$ cat config.mk
export PLATFORM = sky130hd
export DESIGN_NAME = memoria_ram_scan_flat
export DESIGN_NICKNAME = d
export VERILOG_FILES = /design/src/rtl/memoria_ram_scan_if.sv /design/src/rtl/memoria_ram_scan.sv /design/src/flat_wrapper.sv
export SDC_FILE = /design/constraint.sdc
export NUM_CORES = 1
export LEC_CHECK = 0
export ABC_CLOCK_PERIOD_IN_PS = 2360
export CAP_MARGIN = 20
export CORE_MARGIN = 5
export CORE_UTILIZATION = 57
export DETAILED_ROUTE_END_ITERATION = 12
export DONT_BUFFER_PORTS = 1
export HOLD_SLACK_MARGIN = 0.06
export PLACE_DENSITY = 0.85
export SLEW_MARGIN = 20
export SYNTH_ARGS = -nofsm -noshare
export SYNTH_HDL_FRONTEND = slang
export SYNTH_SLANG_ARGS = --single-unit
$ cat constraint.sdc
create_clock -name clk_i -period 2.36 [get_ports clk_i]
set_clock_uncertainty 0.15 [all_clocks]
set_input_delay 0.472 -clock clk_i [delete_from_list [all_inputs] [get_ports clk_i]]
set_output_delay 0.472 -clock clk_i [all_outputs]
set_load 0.05 [all_outputs]
$ cat src/rtl/memoria_ram_scan_if.sv
// Host-side bus of the scanned RAM: the board drives addresses, data and strobes.
// The RAM answers with read data, its address, a valid pulse and a busy flag.
interface memoria_ram_scan_if #(
    parameter int N = 3,
    parameter int M = 8
);
    logic [N-1:0] addr_i;
    logic [M-1:0] dato_write_i;
    logic         wren_i;
    logic         rden_i;
    logic         clr_i;
    logic         scan_i;
    logic [M-1:0] dato_read_o;
    logic         valid_o;
    logic [N-1:0] addr_o;
    logic         busy_o;

    modport master (
        output addr_i, dato_write_i, wren_i, rden_i, clr_i, scan_i,
        input  dato_read_o, valid_o, addr_o, busy_o
    );

    modport slave (
        input  addr_i, dato_write_i, wren_i, rden_i, clr_i, scan_i,
        output dato_read_o, valid_o, addr_o, busy_o
    );
endinterface

$ cat src/rtl/memoria_ram_scan.sv
// Single-port RAM with registered read, a sweep-clear engine and an auto-scan mode.
// The last word read is shown on a multiplexed hex 7-segment display.
module memoria_ram_scan #(
    parameter int N        = 3,
    parameter int M        = 8,
    parameter int SCAN_DIV = 4,
    parameter int REFRESH  = 1000,
    localparam int DIGITS  = (M + 3) / 4
) (
    input  logic                clk_i,
    input  logic                rst_ni,
    memoria_ram_scan_if.slave   bus,
    output logic [0:6]          display_o,
    output logic [DIGITS-1:0]   digit_en_o
);

    localparam int SW = (SCAN_DIV > 1) ? $clog2(SCAN_DIV) : 1;
    localparam int RW = (REFRESH > 1) ? $clog2(REFRESH) : 1;
    localparam int DW = (DIGITS > 1) ? $clog2(DIGITS) : 1;
    localparam int PW = 4 * DIGITS;

    typedef enum logic [1:0] {
        IDLE,
        CLEAR,
        SCAN
    } state_t;

    state_t        state;
    state_t        state_next;

    logic [M-1:0]  mem [2**N];

    logic [N-1:0]  clr_addr;
    logic [N-1:0]  scan_addr;
    logic [SW-1:0] scan_cnt;
    logic          scan_pending;

    logic [M-1:0]  dato_read;
    logic [N-1:0]  read_addr;
    logic          valid;

    logic          mem_we;
    logic [N-1:0]  mem_waddr;
    logic [M-1:0]  mem_wdata;
    logic          rd_en;
    logic [N-1:0]  rd_addr;
    logic          scan_tick;
    logic          scan_req;
    logic          scan_issue;
    logic          scan_defer;

    logic [RW-1:0] refresh_cnt;
    logic [DW-1:0] digit_idx;
    logic          display_on;
    logic [PW-1:0] padded;
    logic [PW-1:0] shifted;
    logic [3:0]    nibble;
    logic [0:6]    segments;

    assign bus.dato_read_o = dato_read;
    assign bus.addr_o      = read_addr;
    assign bus.valid_o     = valid;
    assign bus.busy_o      = (state == CLEAR);

    // Next-state and per-cycle RAM port arbitration between host, clear engine and scanner
    always_comb begin
        state_next = state;
        mem_we     = 1'b0;
        mem_waddr  = bus.addr_i;
        mem_wdata  = bus.dato_write_i;
        rd_en      = 1'b0;
        rd_addr    = bus.addr_i;
        scan_issue = 1'b0;
        scan_defer = 1'b0;
        scan_tick  = (scan_cnt == SW'(SCAN_DIV - 1));
        scan_req   = scan_tick | scan_pending;

        case (state)
            IDLE: begin
                if (bus.clr_i) begin
                    state_next = CLEAR;
                end else if (bus.scan_i) begin
                    state_next = SCAN;
                end else if (bus.wren_i) begin
                    mem_we = 1'b1;
                end else if (bus.rden_i) begin
                    rd_en = 1'b1;
                end
            end
            CLEAR: begin
                mem_we    = 1'b1;
                mem_waddr = clr_addr;
                mem_wdata = '0;
                if (clr_addr == '1) begin
                    state_next = IDLE;
                end
            end
            SCAN: begin
                if (bus.clr_i) begin
                    state_next = CLEAR;
                end else begin
                    if (!bus.scan_i) begin
                        state_next = IDLE;
                    end
                    if (bus.wren_i) begin
                        mem_we     = 1'b1;
                        scan_defer = scan_req & bus.scan_i;
                    end else if (scan_req && bus.scan_i) begin
                        rd_en      = 1'b1;
                        rd_addr    = scan_addr;
                        scan_issue = 1'b1;
                    end
                end
            end
            default: begin
                state_next = IDLE;
            end
        endcase

        if (!rst_ni) begin
            mem_we = 1'b0;
            rd_en  = 1'b0;
        end
    end

    // State register plus clear/scan bookkeeping; scan counters restart on every SCAN entry
    always_ff @(posedge clk_i) begin
        if (!rst_ni) begin
            state        <= IDLE;
            clr_addr     <= '0;
            scan_cnt     <= '0;
            scan_addr    <= '0;
            scan_pending <= 1'b0;
        end else begin
            state    <= state_next;
            clr_addr <= (state == CLEAR) ? clr_addr + 1'b1 : '0;
            if (state == SCAN && state_next == SCAN) begin
                scan_cnt <= scan_tick ? '0 : scan_cnt + 1'b1;
                if (scan_issue) begin
                    scan_addr <= scan_addr + 1'b1;
                end
                if (scan_defer) begin
                    scan_pending <= 1'b1;
                end else if (scan_issue) begin
                    scan_pending <= 1'b0;
                end
            end else begin
                scan_cnt     <= '0;
                scan_addr    <= '0;
                scan_pending <= 1'b0;
            end
        end
    end

    // RAM array write port; contents intentionally survive reset
    always_ff @(posedge clk_i) begin
        if (mem_we) begin
            mem[mem_waddr] <= mem_wdata;
        end
    end

    // Registered read port; the word and its address hold until the next read
    always_ff @(posedge clk_i) begin
        if (!rst_ni) begin
            dato_read <= '0;
            read_addr <= '0;
            valid     <= 1'b0;
        end else begin
            valid <= rd_en;
            if (rd_en) begin
                dato_read <= mem[rd_addr];
                read_addr <= rd_addr;
            end
        end
    end

    // Digit multiplex timer: advance the active digit every REFRESH cycles
    always_ff @(posedge clk_i) begin
        if (!rst_ni) begin
            refresh_cnt <= '0;
            digit_idx   <= '0;
            display_on  <= 1'b0;
        end else begin
            display_on <= 1'b1;
            if (refresh_cnt == RW'(REFRESH - 1)) begin
                refresh_cnt <= '0;
                digit_idx   <= (digit_idx == DW'(DIGITS - 1)) ? '0 : digit_idx + 1'b1;
            end else begin
                refresh_cnt <= refresh_cnt + 1'b1;
            end
        end
    end

    // Pick the active nibble, zero-extending the word to whole hex digits
    always_comb begin
        padded  = PW'(dato_read);
        shifted = padded >> {digit_idx, 2'b00};
        nibble  = shifted[3:0];
    end

    // Hex to segments a..g, active-high
    always_comb begin
        segments = 7'b0000000;
        case (nibble)
            4'h0: segments = 7'b1111110;
            4'h1: segments = 7'b0110000;
            4'h2: segments = 7'b1101101;
            4'h3: segments = 7'b1111001;
            4'h4: segments = 7'b0110011;
            4'h5: segments = 7'b1011011;
            4'h6: segments = 7'b1011111;
            4'h7: segments = 7'b1110000;
            4'h8: segments = 7'b1111111;
            4'h9: segments = 7'b1111011;
            4'hA: segments = 7'b1110111;
            4'hB: segments = 7'b0011111;
            4'hC: segments = 7'b1001110;
            4'hD: segments = 7'b0111101;
            4'hE: segments = 7'b1001111;
            4'hF: segments = 7'b1000111;
            default: segments = 7'b0000000;
        endcase
    end

    // Display outputs: dark while in reset, otherwise the decoded active digit
    always_comb begin
        digit_en_o            = '0;
        digit_en_o[digit_idx] = 1'b1;
        display_o             = display_on ? segments : 7'b0000000;
    end

endmodule

$ cat src/flat_wrapper.sv
// flat-port wrapper written by rule: the top's interface ports become plain ports
module memoria_ram_scan_flat 
#(
    parameter int N        = 3,
    parameter int M        = 8,
    parameter int SCAN_DIV = 4,
    parameter int REFRESH  = 1000,
    localparam int DIGITS  = (M + 3) / 4
)
  (clk_i, rst_ni, display_o, digit_en_o, bus_addr_i, bus_dato_write_i, bus_wren_i, bus_rden_i, bus_clr_i, bus_scan_i, bus_dato_read_o, bus_valid_o, bus_addr_o, bus_busy_o);
  memoria_ram_scan_if #(.N(N), .M(M)) bus_i ();
  input  logic clk_i;
  input  logic rst_ni;
  output logic [0:6] display_o;
  output logic [DIGITS-1:0] digit_en_o;
  input wire logic [$bits(bus_i.addr_i)-1:0] bus_addr_i;
  input wire logic [$bits(bus_i.dato_write_i)-1:0] bus_dato_write_i;
  input wire logic [$bits(bus_i.wren_i)-1:0] bus_wren_i;
  input wire logic [$bits(bus_i.rden_i)-1:0] bus_rden_i;
  input wire logic [$bits(bus_i.clr_i)-1:0] bus_clr_i;
  input wire logic [$bits(bus_i.scan_i)-1:0] bus_scan_i;
  output wire logic [$bits(bus_i.dato_read_o)-1:0] bus_dato_read_o;
  output wire logic [$bits(bus_i.valid_o)-1:0] bus_valid_o;
  output wire logic [$bits(bus_i.addr_o)-1:0] bus_addr_o;
  output wire logic [$bits(bus_i.busy_o)-1:0] bus_busy_o;
  assign bus_i.addr_i = bus_addr_i;
  assign bus_i.dato_write_i = bus_dato_write_i;
  assign bus_i.wren_i = bus_wren_i;
  assign bus_i.rden_i = bus_rden_i;
  assign bus_i.clr_i = bus_clr_i;
  assign bus_i.scan_i = bus_scan_i;
  assign bus_dato_read_o = bus_i.dato_read_o;
  assign bus_valid_o = bus_i.valid_o;
  assign bus_addr_o = bus_i.addr_o;
  assign bus_busy_o = bus_i.busy_o;
  memoria_ram_scan #(.N(N), .M(M), .SCAN_DIV(SCAN_DIV), .REFRESH(REFRESH)) u_core (.clk_i(clk_i), .rst_ni(rst_ni), .bus(bus_i), .display_o(display_o), .digit_en_o(digit_en_o));
endmodule
==> metrics.md <==
| Metric | Value |
|---|---|
| Slack of the critical path | `-0.225 ns` |
| Gate Count Post-Synth | `368` |
| CTS buffer count | `9` |
| Worst Hold Depth | `1` |
| Drt wl/cell | `18.1 um` |
| RSZ-0062 raised after global routing | `yes` |
| Hold Slack | `0.0878 ns` |
| Dominant cells by area after synthesis | `edfxtp_1, dfxtp_1, mux2i_1` |
| Die height | `98.0 um` |
| Root buffer cell | `clkbuf_8` |
| Post-synth EDFFs | `64` |
| Ys Warns | `0` |
| R2R setup slack | `0.08 ns` |
| # rows | `32` |
| CTS clk-pin slew, worst paths | `0.09 ns` |
| Worst setup EP type | `output port` |
| Global-route wire length before repair | `14700 um` |
| Top cell type's share of synthesized area | `0.435` |
| Largest net degree at the start of global routing | `21` |
| Layout cells sized above 1 | `0.269` |
| Final setup violation count | `7` |
| Syn-to-layout area delta | `22.9%` |
| Worst path arrival time | `1.96 ns` |
| Top FF cell, synth | `edfxtp_1` |
| Avg Cell Area, Syn | `12.0 sq um` |
| Power Density | `585 mW/mm^2` |
| Maximum clock frequency | `387 MHz` |
| Nets | `447` |
| Detail Placement HPWL | `6500 um` |
| Final slew viol count | `0` |
| List of most frequent post-synthesis cells | `edfxtp_1, nand2_1, dfxtp_1` |
| Register area | `0.00263 sq mm` |
| Reg2Reg Depth | `8` |
| Count leader, synth | `edfxtp_1` |
| Antenna Cells | `0` |
| Hold EP | `u_core.bus.addr_o[1]` |
| Fillers | `495` |
| Clock Latency Late Sink | `0.36 ns` |
| Total power | `3.17 mW` |
| HP Start | `rst_ni` |
| Post-synthesis cell area | `0.00442 sq mm` |
| Clock buffer depth | `2` |
| Placed insts | `497` |
| Core Util, Final | `0.710` |
| Drt pass-1 iters | `4` |
| DR iter-0 viols | `164` |
| Max FO, Critical Path | `4` |
| Sequential cell area fraction in the yosys report | `0.594` |
| Initial antenna violation count | `0` |
| Final Critical Period | `2.58 ns` |
| Number of max-cap violations | `0` |
| Die Footprint | `0.00961 sq mm` |
| Core footprint | `0.00765 sq mm` |
| CTS tree | `yes` |
| GP Congestion | `0.831` |
| Required @ worst endpoint | `1.74 ns` |
| Worst setup SP type | `flip-flop` |
| Vias per cell | `5.72` |
| Worst slew pin tran | `0.548 ns` |
| Worst reg2reg path startpoint | `u_core.scan_cnt[0]` |
| Max VDD drop | `0.542 mV` |
| CTS sink cnt | `99` |
| Vias | `3009` |
| DR DRC count | `0` |
| Routed WL | `9520 um` |
| Multi-input logic area | `0.00196 sq mm` |
| Synth area leader | `edfxtp_1` |
| Initial Util | `0.578` |
| Violated checks | `setup timing` |
| Distinct cells, synth | `48` |
| Ports | `39` |
| Run status | `finished, violations left` |
| Max H-tree Level | `3` |
| Layout Cells excl Fill | `526` |
| Input/output buffers | `0` |
| Reg-to-reg endpoint | `u_core.bus.dato_read_o[3]` |
| WS Path Type | `reg2out` |
| Final Hold Viols | `0` |
| P_leak | `2.00 nW` |
| Fin crit share | `1.10` |
| GRT Util Overall | `0.197` |
| Vias in the first global route | `2946` |
| Worst hold path class | `in2reg` |
| GRT overflow | `0` |
| Slew headroom | `0.634` |
| Syn nets | `396` |
| DIE WIDTH | `98.0 um` |
| Async S/R FF share, synth | `0` |
| Routed Antenna Nets | `0` |
| Flip-flop and latch count after synthesis | `99` |
worst max-delay path by stage:
stage	start	endpoint	slack [ns]	cells past startpoint
after floorplan	u_core.digit_idx	display_o[1]	0.03	7
after global placement	u_core.digit_idx	display_o[3]	0.11	6
after detailed placement	u_core.digit_idx	display_o[6]	0.03	8
after CTS	u_core.digit_idx	display_o[3]	-0.20	6
after global routing	u_core.digit_idx	display_o[3]	-0.33	6
final	u_core.digit_idx	display_o[3]	-0.22	6
layer usage:
layer,vias to the layer above,wire (um),GRT usage
li1,1445,-,-
met1,1453,3970,0.241
met2,96,4780,0.326
met3,15,604,0.0579
met4,0,173,0.0820
met5,-,0,0
registers in the layout, indices dropped and copies added, names as in the netlist, 2 cells and up:
register                cells
u_core.clr_addr             3
u_core.refresh_cnt         10
u_core.bus.dato_read_o      8
u_core.scan_cnt             2
u_core.bus.addr_o           3
u_core.scan_addr            3
u_core.mem                 64
u_core.state                2
kinds of logic (layout without fill, tap and decap cells):
| logic type | after synthesis | after routing | synth area share |
|---|---|---|---|
| buffers and inverters | 19 | 73 | 0.0246 |
| and+or+nand+nor | 128 | 129 | 0.144 |
| muxes | 37 | 38 | 0.0875 |
| DFF | 99 | 99 | 0.594 |
| xor gates and xnor gates | 11 | 11 | 0.0218 |
| adders and majority gates | 11 | 11 | 0.0312 |
| AOI/OAI and AO/OA | 63 | 63 | 0.0972 |
area by class of cell:
cell class,instances,area share
clock inverter,7,0.0120
multi-input combinational,252,0.361
timing repair buffer,49,0.0892
inverter,8,0.00669
clock buffer,9,0.0228
sequential,99,0.484
tap,102,0.0235
through the flow:
stage / cell area (sq um) / worst slack [ns] / TNS [ns]
finish: 5430 / -0.225 / -0.960
global route: 5430 / -0.325 / -1.56
CTS: 5300 / -0.200 / -0.966
detailed placement: 4900 / 0.0251 / 0
global placement: 4900 / 0.113 / 0
floorplan: 4470 / 0.0257 / 0
repair_timing:
action / in CTS / in global routing
gates resized for setup: 34 / 16
hold buffers: 2 / 0
setup endpoints to repair: 7 / 13
gates cloned: 0 / 2
pin swaps: 8 / 3
endpoints found under the hold margin: 7 / 0
buffers inserted: 4 / 5
power by group:
part / internal (mW) / switching (mW) / leakage (nW) / total (mW)
Combinational: 0.111 / 0.151 / 1.04 / 0.262
Clock: 0.411 / 0.607 / 0.0947 / 1.02
Sequential: 1.87 / 0.0198 / 0.867 / 1.89
cell usage in the layout, fill, tap and decap left out, types with 3 or more instances in the layout:
cell type,instances
edfxtp_1,64
buf_4,36
nand2_1,35
dfxtp_1,32
nor2_1,30
mux2i_1,24
and2_1,15
nand2b_1,9
a21oi_1,9
clkbuf_8,9
nand3_1,8
xnor2_1,8
buf_12,8
o21ai_0,7
and3_1,7
o21ai_1,6
o22ai_1,6
o31a_1,6
ha_1,6
inv_1,5
mux2i_4,5
mux2i_2,5
nor3_1,5
ha_4,5
a31oi_1,4
mux2_4,3
a21oi_4,3
o21ai_2,3
nand2_4,3
a21boi_0,3
nor3b_1,3
xor2_1,3
inv_6,3
buf_6,3
worst max-delay path, cell delays in order (launching register included):
cell      delay, ns
dfxtp_4        0.39
mux2i_4        0.35
buf_6          0.16
ha_4           0.19
o211ai_1       0.27
a21boi_4       0.10
buf_12         0.15
No activity file was read; power rests on OpenSTA's default activity.
